===== src/rtl/cond_status_unit.sv =====
// rtl/cond_status_unit.sv - condition-code evaluator with NZCV status register and pending flag-writer tracking
//
// Ports:
//   clk, rst            single clock, synchronous active-high reset
//   in_valid/in_ready   bundle handshake; accept = in_valid & in_ready
//   in_cond             NUM_PORTS 4-bit condition fields, port k at [4k+3:4k]
//   in_sets_flags       presented bundle contains one flag-setting instruction
//   flag_wr_en/_data    NZCV writeback from execute (bit3=N, bit2=Z, bit1=C, bit0=V)
//   flush               discards all outstanding flag writers
//   out_valid, out_met  registered per-port condition results, one cycle after accept
//   status_q            architectural NZCV register
//   pending_cnt         number of outstanding flag writers
module cond_status_unit #(
    parameter int NUM_PORTS   = 2,
    parameter int MAX_PENDING = 3,
    parameter int CNT_W       = 3
) (
    input  logic                   clk,
    input  logic                   rst,
    input  logic                   in_valid,
    input  logic [4*NUM_PORTS-1:0] in_cond,
    input  logic                   in_sets_flags,
    output logic                   in_ready,
    input  logic                   flag_wr_en,
    input  logic [3:0]             flag_wr_data,
    input  logic                   flush,
    output logic                   out_valid,
    output logic [NUM_PORTS-1:0]   out_met,
    output logic [3:0]             status_q,
    output logic [CNT_W-1:0]       pending_cnt
);

    localparam logic [CNT_W-1:0] MAX_P = CNT_W'(MAX_PENDING);

    logic                 wr_dec;
    logic [CNT_W-1:0]     eff_pending;
    logic                 accept;
    logic                 set_inc;
    logic [3:0]           eval_flags;
    logic [NUM_PORTS-1:0] met;

    function automatic logic cond_eval(input logic [3:0] code, input logic [3:0] nzcv);
        logic n, z, c, v;
        logic r;
        n = nzcv[3];
        z = nzcv[2];
        c = nzcv[1];
        v = nzcv[0];
        case (code)
            4'h0:    r = z;
            4'h1:    r = !z;
            4'h2:    r = c;
            4'h3:    r = !c;
            4'h4:    r = n;
            4'h5:    r = !n;
            4'h6:    r = v;
            4'h7:    r = !v;
            4'h8:    r = c && !z;
            4'h9:    r = !c || z;
            4'hA:    r = (n == v);
            4'hB:    r = (n != v);
            4'hC:    r = !z && (n == v);
            4'hD:    r = z || (n != v);
            4'hE:    r = 1'b1;
            default: r = 1'b0;
        endcase
        return r;
    endfunction

    // A writeback retires one outstanding writer; with nothing outstanding it
    // only updates the flags and must not wrap the counter.
    assign wr_dec      = flag_wr_en && (pending_cnt != '0);
    assign eff_pending = pending_cnt - CNT_W'(wr_dec);

    // Bundles that only read flags must wait for every writer to drain.
    // Flag-setting bundles may issue behind outstanding writers, bounded so
    // the counter can never pass MAX_PENDING.
    assign in_ready = !flush &&
                      (in_sets_flags ? (eff_pending < MAX_P) : (eff_pending == '0));

    assign accept  = in_valid && in_ready;
    assign set_inc = accept && in_sets_flags;

    // Same-cycle writeback is bypassed into evaluation.
    assign eval_flags = flag_wr_en ? flag_wr_data : status_q;

    always_comb begin
        met = '0;
        for (int k = 0; k < NUM_PORTS; k++) begin
            met[k] = cond_eval(in_cond[4*k +: 4], eval_flags);
        end
    end

    always_ff @(posedge clk) begin
        if (rst) begin
            status_q    <= 4'b0000;
            pending_cnt <= '0;
            out_valid   <= 1'b0;
            out_met     <= '0;
        end else begin
            if (flag_wr_en) begin
                status_q <= flag_wr_data;
            end
            if (flush) begin
                pending_cnt <= '0;
            end else begin
                pending_cnt <= pending_cnt + CNT_W'(set_inc) - CNT_W'(wr_dec);
            end
            out_valid <= accept;
            if (accept) begin
                out_met <= met;
            end
        end
    end

endmodule


===== config.mk =====
export PLATFORM = sky130hd
export DESIGN_NAME = cond_status_unit
export DESIGN_NICKNAME = d
export VERILOG_FILES = /design/src/rtl/cond_status_unit.sv
export SDC_FILE = /design/constraint.sdc
export NUM_CORES = 1
export LEC_CHECK = 0
export BUFFER_PORTS_ARGS = -buffer_cell sky130_fd_sc_hd__buf_4
export CORE_MARGIN = 3
export CORE_UTILIZATION = 31
export CTS_CLUSTER_SIZE = 16
export DETAILED_ROUTE_END_ITERATION = 8
export PLACE_DENSITY = 0.53
export SYNTH_ARGS = -nofsm -noshare
export SYNTH_HDL_FRONTEND = slang
export SYNTH_SLANG_ARGS = --single-unit

===== constraint.sdc =====
create_clock -name clk -period 3.6 [get_ports clk]
set_clock_uncertainty 0.15 [all_clocks]
set_input_delay 0.18 -clock clk [delete_from_list [all_inputs] [get_ports clk]]
set_output_delay 0.18 -clock clk [all_outputs]
set_load 0.005 [all_outputs]

### Word level (Yosys, flattened, before mapping)

Cells that the tools add are included.

* logic and storage cells: 60
* output and inout port bits: 11
* input bits: 18
* register bits after elaboration: 10

* muxes and demuxes: 4
* magnitude comparators: 1
* equality and inequality tests: 30
* add/subtract/negate cells: 3
* reductions and logical operators: 18

Operators by type and width (number)
* $eq 4x4->1 const B: 14
* $eq 4x3->1 const B: 8
* $pmux 1 s15: 2
* $eq 4x2->1 const B: 4
* $eq 4x1->1 const B: 2
* $logic_not 4->1: 2
* $logic_and 1x1->1: 6
* $sub 3x1->3: 2
* $logic_not 1->1: 5
* $mux 4: 1
* $add 3x1->3: 1
* $logic_not 3->1: 1
* $lt 3x2->1 const B: 1
* $reduce_bool 3->1: 1
* $logic_or 1x1->1: 2
* $reduce_or 2->1: 1
* $eq 1x1->1: 1
* $mux 1: 1
* $ne 1x1->1: 1

### Longest topological paths before layout

Gate-level depths: netlist (run 1).

* depth in word-level cells: 10
* gate-level depth with buffers: 15
* depth with buffers taken out: 14

### Worst setup path after synthesis (run 1)

No wires, ideal clock.

* path kind: register to register
* start: register pending_cnt[1]
* end: register pending_cnt[2]
* library setup time: 0.131 ns
* clock period less this slack: 3.126 ns
* arrival: 2.845 ns
* required time: 3.319 ns
* buffers on the path: 0
* cell stages (with the launch flop): 15
* path slack: 0.474 ns
* cell sequence: dfxtp_1 o31a_1 ha_1 ha_1 maj3_1 and3b_1 nand3_1 ha_1 inv_1 ha_1 inv_1 fa_1 xor2_1 xnor2_1 nor3_1

* word-level cells in the longest chain between the ends: 10
* elaborated cells on any way between the ends: 11
* classes of those cells: add/sub (3); order compare (1); mux (1); reduce/logical (6)

RTL lines
* start, declared: RTL line 30 `output logic [CNT_W-1:0] pending_cnt`
* start signal, assigned: RTL line 107 `pending_cnt <= pending_cnt + CNT_W'(set_inc) - CNT_W'(wr_dec);`
* $reduce_bool 3->1: RTL line 72 `assign wr_dec = flag_wr_en && (pending_cnt != '0);`
* $logic_and 1x1->1: RTL line 72
* $sub 3x1->3 (*): RTL line 73 `assign eff_pending = pending_cnt - CNT_W'(wr_dec);`
* $lt 3x2->1 or $logic_not 3->1 (tied branches): RTL line 79 `(in_sets_flags ? (eff_pending < MAX_P) : (eff_pending == '0));`
* $mux 1 (*): RTL line 79
* $logic_and 1x1->1 (*): RTL line 78 `assign in_ready = !flush &&`
* named net in_ready: RTL line 23 `output logic in_ready,`
* $logic_and 1x1->1 (*): RTL line 81 `assign accept = in_valid && in_ready;`
* $logic_and 1x1->1 (*): RTL line 82 `assign set_inc = accept && in_sets_flags;`
* $add 3x1->3 (*): RTL line 107
* $sub 3x1->3 (*): RTL line 107

Mark *: on every way through the listed nets, which the timed path passes. The rest lies on a longest branch.
A chain may end at the register's enable or synchronous reset.

### Worst setup path in the final report (run 1)

* start: register pending_cnt[1]
* end: register pending_cnt[2]

* word-level cells in the longest chain between the ends: 10
* elaborated cells on any way between the ends: 11
* classes of those cells: add/sub (3); order compare (1); mux (1); reduce/logical (6)

RTL lines (RTL line)
* $reduce_bool 3->1: 72
* $logic_and 1x1->1: 72
* $sub 3x1->3: 73
* $lt 3x2->1 or $logic_not 3->1 (tied branches): 79
* $mux 1: 79
* $logic_and 1x1->1: 78
* $logic_and 1x1->1: 81
* $logic_and 1x1->1: 82
* $add 3x1->3: 107
* $sub 3x1->3 (*): 107

Every way passes the cells marked *; elsewhere a longest branch is shown, timed or not.

==> results_dict.tcl, run 1 <==
set metrics [dict create \
    regToRegSetupSlack_ns 0.33 \
    initial_utilization 0.338 \
    layout_setup_ws_ns 0.333 \
    drt_iter0_drc 22 \
    cts.sinks 10 \
    finalSetupViolCount 0 \
    r2r_cells 14 \
    cts_hold_buf 1 \
    synth_nets 116 \
    min_to "pending_cnt[1]" \
    vias 818 \
    synth-compound-area-share 0.156 \
    synth_top_family_by_area "simple AND/OR/NAND/NOR gates" \
    finalNetCount 146 \
    hold_viol_final 0 \
    grt-ovfl-total 0 \
    internal-power_uw 240 \
    max_freq_mhz 306 \
    path_cells "o31a_1, ha_1, ha_1, maj3_1, and3b_1, nand3_1, ha_1, inv_1, ha_1, inv_1, fa_1, xor2_1, xnor2_1, nor3_1" \
    die-area_um2 3470 \
    synth_xor_xnor_area_share 0.131 \
    slowest_delay_ns 0.38 \
    cts_root_buffer "clkbuf_4" \
    seqCellArea_um2 200 \
    synth_common_cells "dfxtp_1, nor2_1, xnor2_1" \
    ir_worst_vdd_uv 222 \
    critPathMostFrequentCell "ha_1" \
    critPathTopFamily "adder cells" \
    fin_crit_ns 3.27 \
    synth_cell_types 40 \
    grt_setup_unrepaired "false" \
    ys_seq_area_frac 0.231 \
    clk_path_buf_depth 2 \
    drc 0 \
    p_sw_uw 102 \
    synth_top_area_share 0.231 \
    antenna_left 0 \
    final.period_utilization 0.908 \
    worstSetupEndpointType "register" \
    whs_path_depth 2 \
    required_ns 3.65 \
    dieHeight_um 58.9 \
    start_kind "register" \
    worstHoldPathType "in2reg" \
    path_max_fanout 5 \
    num-fill-cells 257 \
    utilization 0.443 \
    drt-wirelength-per-cell_um 14.8 \
    wirelength_mm 2.25 \
    place.gp.congestion 0.827 \
    pwr-share-seq 0.358 \
    leakagePower_nw 0.472 \
    p_comb_frac 0.339 \
    synthMostInstantiatedCell "dfxtp_1" \
    synth_edf_count 0 \
    ctsHtreeMaxLevel 1 \
    ys.flop_type "dfxtp_1" \
    max-cap-violations 0 \
    multi_input_area_um2 622 \
    synth_mux_area_frac 0.160 \
    min_from "rst" \
    synth-simple-area-share 0.177 \
    tns_ns 0 \
    stdcell_area_um2 1140 \
    netlist_instances 93 \
    pwr-share-clk 0.303 \
    cts.clk_slew.worst_paths_ns 0.08 \
    cts_buffers 3 \
    yosys.area_share.adder 0.0922 \
    antenna_found_initial 0 \
    insertion_delay_ns 0.27 \
    drt_first_pass_iters 4 \
    p_sw_frac 0.299 \
    grt_pass1_vias 795 \
    die_w_um 58.9 \
    stdcell_count 152 \
    synth.cell_area_um2 868 \
    worstPathArrival_ns 3.32 \
    diodes 0 \
    port_buffers 28 \
    syn_to_final_growth_pct 31.1 \
    viasPerCell 5.38 \
    coreArea_um2 2570 \
    drive_above_1_share 0.328 \
    synth_area_leaders "dfxtp_1, mux4_2, xnor2_1" \
    place_ws_ns 0.320 \
    status "finished clean" \
    power_density_nw_per_um2 300 \
    reg2reg_to "pending_cnt[2]" \
    finalPower_uw 342 \
    postSynthAreaPerCell_um2 9.34 \
    placed_area_um2 1090 \
    grt_pass1_wl_mm 3.74 \
    crit_type "reg2reg" \
    grt_usage 0.142 \
    ioPinCount 29 \
    final_max_slew_viol_count 0 \
    worst-path-buf-inv 2 \
    dp.cells 147 \
    worstMarginPinSlew_ns 0.311 \
    cts_tree "built" \
    relSlewSlack 0.787 \
    ys_seq_elements 10 \
    whs_ns 0.0177 \
    cts_resized 0 \
    dp_hpwl_mm 1.81 \
    r2r_start "pending_cnt[1]" \
    post_cts_buffers 0 \
    slowest_stage "dfxtp_1" \
    yosys.area.top_type "dfxtp_1" \
    async_reset_ff_frac 0 \
    rows 18 \
    grt_max_degree 12 \
    yosysWarnings 0 \
]
==> worst reg2reg max path, cell delays in order, from the launching register on <==
cell,delay [ns]
dfxtp_1,0.38
o31a_1,0.32
ha_1,0.19
ha_1,0.28
maj3_1,0.36
and3b_1,0.19
nand3_1,0.08
ha_1,0.22
inv_1,0.05
ha_1,0.13
inv_1,0.05
fa_1,0.38
xor2_1,0.16
xnor2_1,0.13
nor3_1,0.11
==> sequential cells by signal, indices dropped and copies added, names as in the netlist <==
signal and flops:
out_met 2, pending_cnt 3, status_q 4, out_valid 1
==> layer usage <==
layer | vias to the layer above | routed length (um) | global-route usage
met5 | - | 0 | 0
met3 | 2 | 159 | 0.0351
met1 | 390 | 1020 | 0.196
met2 | 26 | 1050 | 0.221
li1 | 400 | - | -
met4 | 0 | 21 | 0.0356
==> power groups by stage <==
stage	Sequential (mW)	Combinational, mW	Clock (mW)
final	0.122	0.116	0.103
after global placement	0.125	0.114	0
after detailed placement	0.125	0.116	0
after CTS	0.123	0.117	0.106
after floorplan	0.124	0.0706	0
after global routing	0.123	0.128	0.115
==> worst max path at each step <==
stage,to,startpoint,slack [ns],depth (start not counted)
2_1_floorplan,pending_cnt[2],pending_cnt[1],0.47,14
3_3_place_gp,pending_cnt[2],pending_cnt[1],0.39,14
4_1_cts,pending_cnt[2],pending_cnt[1],0.31,14
6_report,pending_cnt[2],pending_cnt[1],0.33,14
5_1_grt,pending_cnt[2],pending_cnt[1],0.09,14
3_5_place_dp,pending_cnt[2],pending_cnt[1],0.32,14
==> cell type report <==
type                       instances  area share
inverter                           6      0.0198
tap                               30      0.0330
multi-input combinational         73       0.546
sequential                        10       0.176
clock buffer                       4      0.0319
timing repair buffer              29       0.193
==> cell families after synthesis <==
group / count (synthesis)
flops: 10
mux: 8
compound gates: 16
xor+xnor: 13
fa+ha+maj: 6
simple gates: 30
buf+inv: 10
==> cell usage in the layout, fill, tap and decap left out, types with 2 or more instances in the layout <==
master,Yosys,final
xor2_1,5,5
nor2_1,9,9
inv_1,6,6
buf_4,0,28
mux2i_2,2,2
xnor2_1,8,8
a221oi_1,2,2
clkbuf_4,0,3
nand2_1,6,6
nand2b_1,3,3
nor3_1,3,3
a311oi_1,2,2
o22ai_1,2,2
dfxtp_1,10,10
mux4_2,4,4
ha_1,4,4
Power figures use the tool's default switching activity.
==> inputs of run 2 (changes only) <==
--- a/config.mk
+++ b/config.mk
@@ -6,5 +6,5 @@
 export NUM_CORES = 1
 export LEC_CHECK = 0
-export BUFFER_PORTS_ARGS = -buffer_cell sky130_fd_sc_hd__buf_4
+export BUFFER_PORTS_ARGS = -buffer_cell sky130_fd_sc_hd__buf_2
 export CORE_MARGIN = 3
 export CORE_UTILIZATION = 31
==> constraint.sdc (replaced) <==
create_clock -name clk -period 3.6 [get_ports clk]
set_clock_uncertainty 0.15 [all_clocks]
set_input_delay 0.36 -clock clk [delete_from_list [all_inputs] [get_ports clk]]
set_output_delay 0.36 -clock clk [all_outputs]
set_load 0.005 [all_outputs]
==> results_dict.tcl, run 2 (synthesized netlist as in run 1, its figures left out) <==
set metrics [dict create \
    insertion_delay_ns 0.26 \
    worstPathArrival_ns 3.30 \
    dp.cells 148 \
    initial_utilization 0.338 \
    viasPerCell 5.28 \
    placed_area_um2 1030 \
    grt_max_degree 11 \
    critPathMostFrequentCell "ha_1" \
    worstMarginPinSlew_ns 0.373 \
    worstHoldPathType "in2reg" \
    drt_first_pass_iters 4 \
    stdcell_count 152 \
    utilization 0.415 \
    critPathTopFamily "adder cells" \
    grt_setup_unrepaired "false" \
    rows 18 \
    seqCellArea_um2 200 \
    worstSetupEndpointType "register" \
    ioPinCount 29 \
    slowest_stage "fa_1" \
    cts_buffers 3 \
    finalSetupViolCount 0 \
    cts_hold_buf 0 \
    regMostFlops "status_q" \
    vias 802 \
    antenna_found_initial 0 \
    path_max_fanout 4 \
    multi_input_area_um2 622 \
    post_cts_buffers 0 \
    die_w_um 58.9 \
    dieHeight_um 58.9 \
    tns_ns 0 \
    num-fill-cells 269 \
    final_max_slew_viol_count 0 \
    final_cell_mix "buf_2, dfxtp_1, nor2_1, xnor2_1" \
    hold_viol_final 0 \
    clk_path_buf_depth 2 \
    layout_commonest_cell "buf_2" \
    grt_pass1_vias 849 \
    ir_worst_vdd_uv 191 \
    leakagePower_nw 0.457 \
    reg.largest.list "status_q: 4 flops, pending_cnt: 3 flops, out_met: 2 flops" \
    grt_pass1_wl_mm 3.72 \
    wirelength_mm 2.14 \
    whs_ns 0.184 \
    path_cells "o31a_1, ha_1, ha_1, maj3_1, and3b_1, nand3_1, ha_1, inv_1, ha_1, inv_1, fa_1, xor2_1, xnor2_1, nor3_1" \
    slowest_delay_ns 0.37 \
    start_kind "register" \
    syn_to_final_growth_pct 22.8 \
    status "finished clean" \
    grt-ovfl-total 0 \
    diodes 0 \
    place.gp.congestion 0.827 \
    largest_reg_flops 4 \
    drive_above_1_share 0.336 \
    final.period_utilization 0.907 \
    worst-path-buf-inv 2 \
    max-cap-violations 0 \
    required_ns 3.64 \
    die-area_um2 3470 \
    drt_iter0_drc 22 \
    power_density_nw_per_um2 309 \
    port_buffers 28 \
    stdcell_area_um2 1070 \
    coreArea_um2 2570 \
    cts_tree "built" \
    finalNetCount 146 \
    grt_usage 0.139 \
    ctsHtreeMaxLevel 1 \
    cts_resized 0 \
    fin_crit_ns 3.26 \
    max_freq_mhz 306 \
    dp_hpwl_mm 1.77 \
    drt-wirelength-per-cell_um 14.1 \
    drc 0 \
    cts_root_buffer "clkbuf_4" \
    crit_type "reg2reg" \
    cts.sinks 10 \
    cts.clk_slew.worst_paths_ns 0.07 \
    relSlewSlack 0.749 \
    antenna_left 0 \
]
## run 2: final timing paths
check / startpoint / end / slack, ns / depth (start not counted)
setup / recovery: pending_cnt[2] / pending_cnt[2] / 0.34 / 14
hold / removal: flush / pending_cnt[1] / 0.18 / 2
setup reg to reg: pending_cnt[2] / pending_cnt[2] / 0.34 / 14
hold reg to reg: out_met[1] / out_met[1] / 0.33 / 2
## run 2: area by class of cell
| cell class | instances | area share |
|---|---|---|
| timing repair buffer | 29 | 0.138 |
| clock buffer | 4 | 0.0340 |
| sequential | 10 | 0.188 |
| inverter | 6 | 0.0211 |
| multi-input combinational | 73 | 0.583 |
| tap | 30 | 0.0352 |
## run 2: worst register-to-register path: stages (launching register included)
cell and delay, ns:
dfxtp_1 0.36, o31a_1 0.33, ha_1 0.20, ha_1 0.28, maj3_1 0.36, and3b_1 0.18
nand3_1 0.08, ha_1 0.22, inv_1 0.05, ha_1 0.13, inv_1 0.05, fa_1 0.37
xor2_1 0.16, xnor2_1 0.13, nor3_1 0.13
## run 2: metal layers
layer  vias up  routed length (um)  GRT usage  share of wire
met5         -                   0          0              0
met4         0                   6     0.0324         0.0028
met3         2                 106     0.0351          0.050
met2        21                1000      0.218           0.47
met1       381                1020      0.191           0.48
li1        398                   -          -              -
## run 2: stage by stage
step / setup slack (ns) / total power [mW]
final: 0.336 / 0.329
after global routing: 0.125 / 0.352
after CTS: 0.309 / 0.335
after detailed placement: 0.350 / 0.232
after global placement: 0.412 / 0.229
after floorplan: 0.474 / 0.195
## run 2: report_power, final
group	internal, mW	leakage, nW	switching, mW	total [mW]
logic	0.0527	0.354	0.0537	0.106
clock network	0.0613	0.0210	0.0397	0.101
registers	0.116	0.0817	0.00555	0.122
total	0.230	0.457	0.0989	0.329
